$ cat src/rtl/srio_nwr_target_if.sv
// Bundle of the three streams around srio_nwr_target: inbound requests (treq),
// outbound responses (tresp) and the forwarded user payload stream.
interface srio_nwr_target_if #(
    parameter int ID_WIDTH = 16
) ();
    // Every stream transfers a beat on a rising clock edge where valid and ready
    // are both high; a source holds valid and its payload stable until then.
    logic                  treq_tvalid;
    logic                  treq_tready_o;
    logic [63:0]           treq_tdata;
    logic [7:0]            treq_tkeep;
    logic                  treq_tlast;
    logic [2*ID_WIDTH-1:0] treq_tuser;

    logic                  tresp_tvalid_o;
    logic                  tresp_tready;
    logic [63:0]           tresp_tdata_o;
    logic [7:0]            tresp_tkeep_o;
    logic                  tresp_tlast_o;
    logic [2*ID_WIDTH-1:0] tresp_tuser_o;

    logic                  user_tready_in;
    logic [63:0]           user_tdata_o;
    logic                  user_tvalid_o;
    logic [7:0]            user_tkeep_o;
    logic                  user_tfirst_o;
    logic                  user_tlast_o;
    logic [8:0]            user_tsize_o;
    logic [33:0]           user_addr_o;

    // slave is the target block itself; master is whatever surrounds it
    modport slave (
        input  treq_tvalid, treq_tdata, treq_tkeep, treq_tlast, treq_tuser,
        output treq_tready_o,
        output tresp_tvalid_o, tresp_tdata_o, tresp_tkeep_o, tresp_tlast_o, tresp_tuser_o,
        input  tresp_tready,
        input  user_tready_in,
        output user_tdata_o, user_tvalid_o, user_tkeep_o, user_tfirst_o, user_tlast_o,
        output user_tsize_o, user_addr_o
    );

    modport master (
        output treq_tvalid, treq_tdata, treq_tkeep, treq_tlast, treq_tuser,
        input  treq_tready_o,
        input  tresp_tvalid_o, tresp_tdata_o, tresp_tkeep_o, tresp_tlast_o, tresp_tuser_o,
        output tresp_tready,
        output user_tready_in,
        input  user_tdata_o, user_tvalid_o, user_tkeep_o, user_tfirst_o, user_tlast_o,
        input  user_tsize_o, user_addr_o
    );
endinterface

$ cat src/rtl/srio_nwr_target.sv
// SRIO target-side write receiver: validates HELLO NWRITE/NWRITE_R/SWRITE headers,
// forwards payload through a one-entry output register and answers NWRITE_R with DONE.
module srio_nwr_target #(
    parameter int ID_WIDTH = 16,
    parameter bit SIM      = 1'b0
) (
    input  logic                log_clk,
    input  logic                log_rst_n,
    input  logic [ID_WIDTH-1:0] local_id,
    srio_nwr_target_if.slave    bus,
    output logic                err_o,
    output logic [15:0]         pkt_cnt_o,
    output logic [15:0]         err_cnt_o,
    output logic [1:0]          state_dbg_o
);

    typedef enum logic [1:0] {
        S_IDLE = 2'd0,
        S_DATA = 2'd1,
        S_DROP = 2'd2,
        S_RESP = 2'd3
    } state_t;

    state_t state_q, state_d;

    logic [7:0]          tid_q;
    logic [1:0]          prio_q;
    logic                crf_q;
    logic [7:0]          size_q;
    logic [33:0]         addr_q;
    logic [ID_WIDTH-1:0] src_q;
    logic                nwr_r_q;
    logic [4:0]          beat_q;

    logic treq_ready;
    logic hdr_latch, beat_clr, beat_load, err_set, pkt_inc, resp_load, resp_done;

    logic [3:0] hdr_ftype, hdr_ttype;
    logic       hdr_type_ok, hdr_dest_ok;
    logic       last_exp;
    logic [7:0] last_keep;
    logic [1:0] resp_prio;
    logic       unused_ok;

    assign hdr_ftype   = bus.treq_tdata[55:52];
    assign hdr_ttype   = bus.treq_tdata[51:48];
    assign hdr_type_ok = ((hdr_ftype == 4'd5) && ((hdr_ttype == 4'd4) || (hdr_ttype == 4'd5)))
                      || (hdr_ftype == 4'd6);
    assign hdr_dest_ok = (bus.treq_tuser[ID_WIDTH-1:0] == local_id);

    // Beat index equal to SIZE[7:3] is the final beat the header promised.
    assign last_exp  = (beat_q == size_q[7:3]);
    assign last_keep = ~(8'hFF >> ({1'b0, size_q[2:0]} + 4'd1));
    assign resp_prio = (prio_q == 2'd3) ? 2'd3 : prio_q + 2'd1;

    assign bus.treq_tready_o = treq_ready;
    assign state_dbg_o       = state_q;
    assign unused_ok = ^{bus.treq_tkeep, bus.treq_tdata[47], bus.treq_tdata[35:34], SIM};

    always_ff @(posedge log_clk or negedge log_rst_n) begin
        if (!log_rst_n) state_q <= S_IDLE;
        else            state_q <= state_d;
    end

    always_comb begin
        state_d    = state_q;
        treq_ready = 1'b0;
        hdr_latch  = 1'b0;
        beat_clr   = 1'b0;
        beat_load  = 1'b0;
        err_set    = 1'b0;
        pkt_inc    = 1'b0;
        resp_load  = 1'b0;
        resp_done  = 1'b0;
        case (state_q)
            S_IDLE: begin
                treq_ready = 1'b1;
                if (bus.treq_tvalid) begin
                    hdr_latch = 1'b1;
                    if (bus.treq_tlast) begin
                        err_set = 1'b1;
                    end else if (hdr_type_ok && hdr_dest_ok) begin
                        beat_clr = 1'b1;
                        state_d  = S_DATA;
                    end else begin
                        err_set = 1'b1;
                        state_d = S_DROP;
                    end
                end
            end
            S_DATA: begin
                treq_ready = !bus.user_tvalid_o || bus.user_tready_in;
                if (bus.treq_tvalid && treq_ready) begin
                    beat_load = 1'b1;
                    if (last_exp && bus.treq_tlast) begin
                        pkt_inc = 1'b1;
                        if (nwr_r_q) begin
                            resp_load = 1'b1;
                            state_d   = S_RESP;
                        end else begin
                            state_d = S_IDLE;
                        end
                    end else if (bus.treq_tlast) begin
                        err_set = 1'b1;
                        state_d = S_IDLE;
                    end else if (last_exp) begin
                        // Sender overran SIZE: close the user packet, discard the rest
                        err_set = 1'b1;
                        state_d = S_DROP;
                    end
                end
            end
            S_DROP: begin
                treq_ready = 1'b1;
                if (bus.treq_tvalid && bus.treq_tlast) state_d = S_IDLE;
            end
            S_RESP: begin
                if (bus.tresp_tvalid_o && bus.tresp_tready) begin
                    resp_done = 1'b1;
                    state_d   = S_IDLE;
                end
            end
            default: state_d = S_IDLE;
        endcase
    end

    always_ff @(posedge log_clk or negedge log_rst_n) begin
        if (!log_rst_n) begin
            tid_q   <= '0;
            prio_q  <= '0;
            crf_q   <= 1'b0;
            size_q  <= '0;
            addr_q  <= '0;
            src_q   <= '0;
            nwr_r_q <= 1'b0;
        end else if (hdr_latch) begin
            tid_q   <= bus.treq_tdata[63:56];
            prio_q  <= bus.treq_tdata[46:45];
            crf_q   <= bus.treq_tdata[44];
            size_q  <= bus.treq_tdata[43:36];
            addr_q  <= bus.treq_tdata[33:0];
            src_q   <= bus.treq_tuser[2*ID_WIDTH-1:ID_WIDTH];
            nwr_r_q <= (hdr_ftype == 4'd5) && (hdr_ttype == 4'd5);
        end
    end

    always_ff @(posedge log_clk or negedge log_rst_n) begin
        if (!log_rst_n)     beat_q <= '0;
        else if (beat_clr)  beat_q <= '0;
        else if (beat_load) beat_q <= beat_q + 5'd1;
    end

    // Size and address ride with each beat so a stalled last beat is not
    // disturbed by the next header being latched in IDLE.
    always_ff @(posedge log_clk or negedge log_rst_n) begin
        if (!log_rst_n) begin
            bus.user_tvalid_o <= 1'b0;
            bus.user_tdata_o  <= '0;
            bus.user_tkeep_o  <= '0;
            bus.user_tfirst_o <= 1'b0;
            bus.user_tlast_o  <= 1'b0;
            bus.user_tsize_o  <= '0;
            bus.user_addr_o   <= '0;
        end else if (beat_load) begin
            bus.user_tvalid_o <= 1'b1;
            bus.user_tdata_o  <= bus.treq_tdata;
            bus.user_tkeep_o  <= last_exp ? last_keep : 8'hFF;
            bus.user_tfirst_o <= (beat_q == 5'd0);
            bus.user_tlast_o  <= last_exp || bus.treq_tlast;
            bus.user_tsize_o  <= {1'b0, size_q} + 9'd1;
            bus.user_addr_o   <= addr_q;
        end else if (bus.user_tready_in) begin
            bus.user_tvalid_o <= 1'b0;
        end
    end

    always_ff @(posedge log_clk or negedge log_rst_n) begin
        if (!log_rst_n) begin
            bus.tresp_tvalid_o <= 1'b0;
            bus.tresp_tdata_o  <= '0;
            bus.tresp_tkeep_o  <= '0;
            bus.tresp_tlast_o  <= 1'b0;
            bus.tresp_tuser_o  <= '0;
        end else if (resp_load) begin
            bus.tresp_tvalid_o <= 1'b1;
            bus.tresp_tdata_o  <= {tid_q, 4'hD, 4'h0, 1'b0, resp_prio, crf_q, 44'd0};
            bus.tresp_tkeep_o  <= 8'hFF;
            bus.tresp_tlast_o  <= 1'b1;
            bus.tresp_tuser_o  <= {local_id, src_q};
        end else if (resp_done) begin
            bus.tresp_tvalid_o <= 1'b0;
        end
    end

    always_ff @(posedge log_clk or negedge log_rst_n) begin
        if (!log_rst_n) begin
            err_o     <= 1'b0;
            err_cnt_o <= '0;
            pkt_cnt_o <= '0;
        end else begin
            err_o <= err_set;
            if (err_set && (err_cnt_o != 16'hFFFF)) err_cnt_o <= err_cnt_o + 16'd1;
            if (pkt_inc) pkt_cnt_o <= pkt_cnt_o + 16'd1;
        end
    end

endmodule

$ cat src/flat_wrapper.sv
// flat-port wrapper written by rule: the top's interface ports become plain ports
module srio_nwr_target_flat 
#(
    parameter int ID_WIDTH = 16,
    parameter bit SIM      = 1'b0
)
  (log_clk, log_rst_n, local_id, err_o, pkt_cnt_o, err_cnt_o, state_dbg_o, bus_treq_tvalid, bus_treq_tdata, bus_treq_tkeep, bus_treq_tlast, bus_treq_tuser, bus_treq_tready_o, bus_tresp_tvalid_o, bus_tresp_tdata_o, bus_tresp_tkeep_o, bus_tresp_tlast_o, bus_tresp_tuser_o, bus_tresp_tready, bus_user_tready_in, bus_user_tdata_o, bus_user_tvalid_o, bus_user_tkeep_o, bus_user_tfirst_o, bus_user_tlast_o, bus_user_tsize_o, bus_user_addr_o);
  srio_nwr_target_if #(.ID_WIDTH(ID_WIDTH)) bus_i ();
  input  logic log_clk;
  input  logic log_rst_n;
  input  logic [ID_WIDTH-1:0] local_id;
  output logic err_o;
  output logic [15:0] pkt_cnt_o;
  output logic [15:0] err_cnt_o;
  output logic [1:0] state_dbg_o;
  input wire logic [$bits(bus_i.treq_tvalid)-1:0] bus_treq_tvalid;
  input wire logic [$bits(bus_i.treq_tdata)-1:0] bus_treq_tdata;
  input wire logic [$bits(bus_i.treq_tkeep)-1:0] bus_treq_tkeep;
  input wire logic [$bits(bus_i.treq_tlast)-1:0] bus_treq_tlast;
  input wire logic [$bits(bus_i.treq_tuser)-1:0] bus_treq_tuser;
  output wire logic [$bits(bus_i.treq_tready_o)-1:0] bus_treq_tready_o;
  output wire logic [$bits(bus_i.tresp_tvalid_o)-1:0] bus_tresp_tvalid_o;
  output wire logic [$bits(bus_i.tresp_tdata_o)-1:0] bus_tresp_tdata_o;
  output wire logic [$bits(bus_i.tresp_tkeep_o)-1:0] bus_tresp_tkeep_o;
  output wire logic [$bits(bus_i.tresp_tlast_o)-1:0] bus_tresp_tlast_o;
  output wire logic [$bits(bus_i.tresp_tuser_o)-1:0] bus_tresp_tuser_o;
  input wire logic [$bits(bus_i.tresp_tready)-1:0] bus_tresp_tready;
  input wire logic [$bits(bus_i.user_tready_in)-1:0] bus_user_tready_in;
  output wire logic [$bits(bus_i.user_tdata_o)-1:0] bus_user_tdata_o;
  output wire logic [$bits(bus_i.user_tvalid_o)-1:0] bus_user_tvalid_o;
  output wire logic [$bits(bus_i.user_tkeep_o)-1:0] bus_user_tkeep_o;
  output wire logic [$bits(bus_i.user_tfirst_o)-1:0] bus_user_tfirst_o;
  output wire logic [$bits(bus_i.user_tlast_o)-1:0] bus_user_tlast_o;
  output wire logic [$bits(bus_i.user_tsize_o)-1:0] bus_user_tsize_o;
  output wire logic [$bits(bus_i.user_addr_o)-1:0] bus_user_addr_o;
  assign bus_i.treq_tvalid = bus_treq_tvalid;
  assign bus_i.treq_tdata = bus_treq_tdata;
  assign bus_i.treq_tkeep = bus_treq_tkeep;
  assign bus_i.treq_tlast = bus_treq_tlast;
  assign bus_i.treq_tuser = bus_treq_tuser;
  assign bus_treq_tready_o = bus_i.treq_tready_o;
  assign bus_tresp_tvalid_o = bus_i.tresp_tvalid_o;
  assign bus_tresp_tdata_o = bus_i.tresp_tdata_o;
  assign bus_tresp_tkeep_o = bus_i.tresp_tkeep_o;
  assign bus_tresp_tlast_o = bus_i.tresp_tlast_o;
  assign bus_tresp_tuser_o = bus_i.tresp_tuser_o;
  assign bus_i.tresp_tready = bus_tresp_tready;
  assign bus_i.user_tready_in = bus_user_tready_in;
  assign bus_user_tdata_o = bus_i.user_tdata_o;
  assign bus_user_tvalid_o = bus_i.user_tvalid_o;
  assign bus_user_tkeep_o = bus_i.user_tkeep_o;
  assign bus_user_tfirst_o = bus_i.user_tfirst_o;
  assign bus_user_tlast_o = bus_i.user_tlast_o;
  assign bus_user_tsize_o = bus_i.user_tsize_o;
  assign bus_user_addr_o = bus_i.user_addr_o;
  srio_nwr_target #(.ID_WIDTH(ID_WIDTH), .SIM(SIM)) u_core (.log_clk(log_clk), .log_rst_n(log_rst_n), .local_id(local_id), .bus(bus_i), .err_o(err_o), .pkt_cnt_o(pkt_cnt_o), .err_cnt_o(err_cnt_o), .state_dbg_o(state_dbg_o));
endmodule
$ cat config.mk
export PLATFORM = sky130hd
export DESIGN_NAME = srio_nwr_target_flat
export DESIGN_NICKNAME = d
export VERILOG_FILES = /design/src/rtl/srio_nwr_target_if.sv /design/src/rtl/srio_nwr_target.sv /design/src/flat_wrapper.sv
export SDC_FILE = /design/constraint.sdc
export NUM_CORES = 1
export LEC_CHECK = 0
export ABC_CLOCK_PERIOD_IN_PS = 1960
export CAP_MARGIN = 20
export CORE_MARGIN = 8
export CORE_UTILIZATION = 42
export CTS_CLUSTER_SIZE = 25
export DETAILED_ROUTE_END_ITERATION = 8
export PLACE_DENSITY = 0.77
export SLEW_MARGIN = 20
export SYNTH_ARGS = -nofsm -noshare
export SYNTH_HDL_FRONTEND = slang
export SYNTH_SLANG_ARGS = --single-unit
$ cat constraint.sdc
create_clock -name log_clk -period 1.96 [get_ports log_clk]
set_clock_uncertainty 0.05 [all_clocks]
set_input_delay 0.49 -clock log_clk [delete_from_list [all_inputs] [get_ports log_clk]]
set_output_delay 0.49 -clock log_clk [all_outputs]
set_load 0.02 [all_outputs]
==> impl_metrics.yaml <==
timing:
  relSlewSlack_pct: 63.8
  rsz0062_at_grt: "yes"
  final_max_slew_viol_count: 0
  fin_crit_ns: 2.07
  fmax_mhz: 483
  setup_viol: 56
  post-route-period-util_pct: 106
  timing.hold.ws_ns: 0.236
  hold_viol: 0
  tightest_slew_ns: 0.543
  worst_slack_ns: -0.108
logic_synthesis:
  synth_ff_type: "dfrtp_1"
  yosys_warnings: 0
  synth_top_area_cell: "dfrtp_1"
  synth_area_per_cell_um2: 9.75
  synth_edf_count: 0
  synth-seq-area-share_pct: 58.7
  syn_inst: 1193
  syn_area_mm2: 0.0116
  ys_seq_elements: 273
  synth_cell_types: 49
  yosys-top-cells-area: "dfrtp_1 59%, nand2_1 17%, buf_4 4.2%"
  synth_top_area_share_pct: 58.7
  async_flop_share_pct: 100
setup_path:
  crit_type: "in2reg"
  crit_top_cell: "xor2_1"
  cp_slowest_cell: "clkdlybuf4s50_1"
  cp_num_buf_inv: 3
  critPathMaxStageDelay_ns: 0.44
  arrival_ns: 2.42
  worstPathMaxFanout: 9
  required_ns: 2.32
  crit_family: "buffers and inverters"
  crit_path_end_kind: "flip-flop"
  worstSetupStartpointType: "primary input"
  cp_cell_sequence: "clkdlybuf4s50_1, xor2_1, nor4_1, nand4_1, o21ai_2, buf_4, buf_6, a211oi_2, xor2_1"
clocking:
  cts.clk_slew.worst_paths_ns: 0.06
  cts_sinks: 273
  cts_made_buffers: 29
  htreeDepth: 1
  cts_tree: "yes"
  cts-root-buf: "clkbuf_16"
  clk-insertion-delay-late_ns: 0.54
  cts_buffer_depth: 3
drt:
  viasPerCell: 4.75
  first_iter_violations: 569
  route.detailed.drc: 0
  postRouteAntennaNets: 0
  vias: 9522
  wl_per_cell_um: 18.2
  firstDrtPassIters: 5
  wl_mm: 36.4
pwr:
  cellPowerDensity_mw_per_mm2: 1140
  total_leakage_power_nw: 9.35
  peakVddDrop_mv: 0.885
global_routing:
  grt_usage_pct: 21.0
  grt_max_degree: 70
  grt_overflow: 0
  grt_pass1_wl_mm: 56.2
  antenna_found_initial: 3
  grt_pass1_vias: 10200
layout:
  nets: 1740
  drive_gt1_share_pct: 17.3
  nFillCells: 2195
  layout_common_cells: "530 x nand2_1, 269 x dfrtp_1, 219 x dlygate4sd2_1"
  final_cells: 2005
  layout_commonest_cell: "nand2_1"
  syn2layout_area_growth_pct: 49.3
hold_path:
  worstHoldPathType: "in2reg"
floorplan:
  die_y_um: 182
  die_area_mm2: 0.0333
  io_pins: 386
  core_mm2: 0.0276
  num_rows: 61
  fp.dieW_um: 182
  start_util_pct: 42.2
place:
  portBuffers: 327
  dp_cells: 1912
  routabilityCongestion: 0.847
  dp_hpwl_mm: 25.3
run_status:
  outcome: "complete, but fails checks"
  failed_checks: "negative setup slack"
run:
  max_cap_violations: 0
[synth_stat cells, types with 2 or more instances]
cell        n
buf_1       3
clkbuf_1   39
nand2b_1    5
o21ai_0    19
and4_1      2
mux2_2     30
a21oi_2     2
nor2_1     23
inv_1      13
a31oi_1     4
buf_2       6
nor3_1      6
nand4_1    10
nor2b_1     2
nand3_1    17
dfrtp_1   273
a211oi_2    9
xor2_1     43
ha_1        8
buf_4      65
a21oi_1     7
nor4_1      6
and2_1      3
nor3_2      3
buf_6       2
mux2_1     13
a211oi_1    6
nand2_1   530
xnor2_1    17
and3_1      8
[worst paths after layout]
check,from,end,slack (ns),depth (start not counted)
worst min register to register,u_core.addr_q[27],u_core.bus.user_addr_o[27],0.41,2
min in group asynchronous,log_rst_n,u_core.pkt_cnt_o[13],0.43,2
worst max-delay path,local_id[2],u_core.err_cnt_o[13],-0.11,9
worst max register to register,u_core.state_dbg_o[1],u_core.bus.tresp_tuser_o[3],-0.10,7
worst min-delay path,bus_treq_tdata[49],u_core.bus.user_tdata_o[49],0.24,3
max in group asynchronous,log_rst_n,u_core.tid_q[1],0.79,3
[power breakdown]
| part | internal [mW] | total (mW) | leakage (nW) | switching [mW] |
|---|---|---|---|---|
| combinational | 2.39 | 6.12 | 5.35 | 3.73 |
| sequential | 7.12 | 7.95 | 3.52 | 0.828 |
| clock | 3.40 | 5.65 | 0.491 | 2.25 |
[registers in the layout, summed over array words and instances (netlist names), 2 cells and up]
register and flops:
u_core.bus.user_tdata_o 64, u_core.addr_q 34, u_core.bus.user_addr_o 34, u_core.bus.tresp_tuser_o 32, u_core.err_cnt_o 16, u_core.pkt_cnt_o 16, u_core.src_q 16, u_core.bus.tresp_tdata_o 12
u_core.bus.user_tsize_o 9, u_core.bus.user_tkeep_o 8, u_core.size_q 8, u_core.tid_q 8, u_core.beat_q 5, u_core.prio_q 2, u_core.state_dbg_o 2
[per-layer routing]
| layer | track usage, % | vias up | wire, µm |
|---|---|---|---|
| met5 | 0 | - | 10 |
| met4 | 5.38 | 2 | 869 |
| met3 | 6.10 | 52 | 2870 |
| met2 | 36.7 | 324 | 18200 |
| met1 | 25.1 | 4656 | 14500 |
| li1 | - | 4488 | - |
[cell type report]
cell class	count	area [µm²]	share of cell area (%)
Sequential cell	273	6840	39.4
Multi-Input combinational cell	840	4700	27.1
Timing Repair Buffer	448	4320	24.9
Clock buffer	35	798	4.60
Tap cell	378	473	2.72
Clock inverter	15	181	1.04
Inverter	14	52.6	0.303
Antenna cell	2	5.00	0.0288
[timing repair]
item,4_1_cts,5_1_grt
gates cloned,6,1
hold buffers,1,0
pin swaps,34,27
gates resized for setup,318,46
setup endpoints to repair,288,85
buffers inserted,29,9
endpoints found under the hold margin,44,0
[per-stage QoR]
step	area, µm²	power, mW	setup slack, ns	setup TNS [ns]	util [%]
6_report	17400	19.7	-0.108	-3.52	63.0
5_1_grt	17400	20.9	-0.196	-9.44	63.0
4_1_cts	17200	19.9	-0.141	-3.84	62.3
3_5_place_dp	15800	14.7	-0.736	-112.52	57.2
3_3_place_gp	15800	14.5	-0.718	-107.23	57.2
2_1_floorplan	11900	11.1	-0.152	-4.92	-
[worst reg2reg max path: cells and delay by family (launching register included)]
kind / cells / cell delay [ns]
simple gates: 4 / 0.85
flops: 1 / 0.43
mux: 1 / 0.31
buf+inv: 2 / 0.29
[kinds of logic after synthesis]
group / Yosys count / synth area share (%)
muxes: 44 / 4.25
buffers and inverters: 129 / 6.45
xor gates and xnor gates: 60 / 4.52
other: 1 / 0.0322
DFF: 273 / 58.7
AOI/OAI and AO/OA: 55 / 3.37
adders and majority gates: 8 / 0.860
and+or+nand+nor: 623 / 21.8
Note: power is estimated with default switching activity, not from simulation.
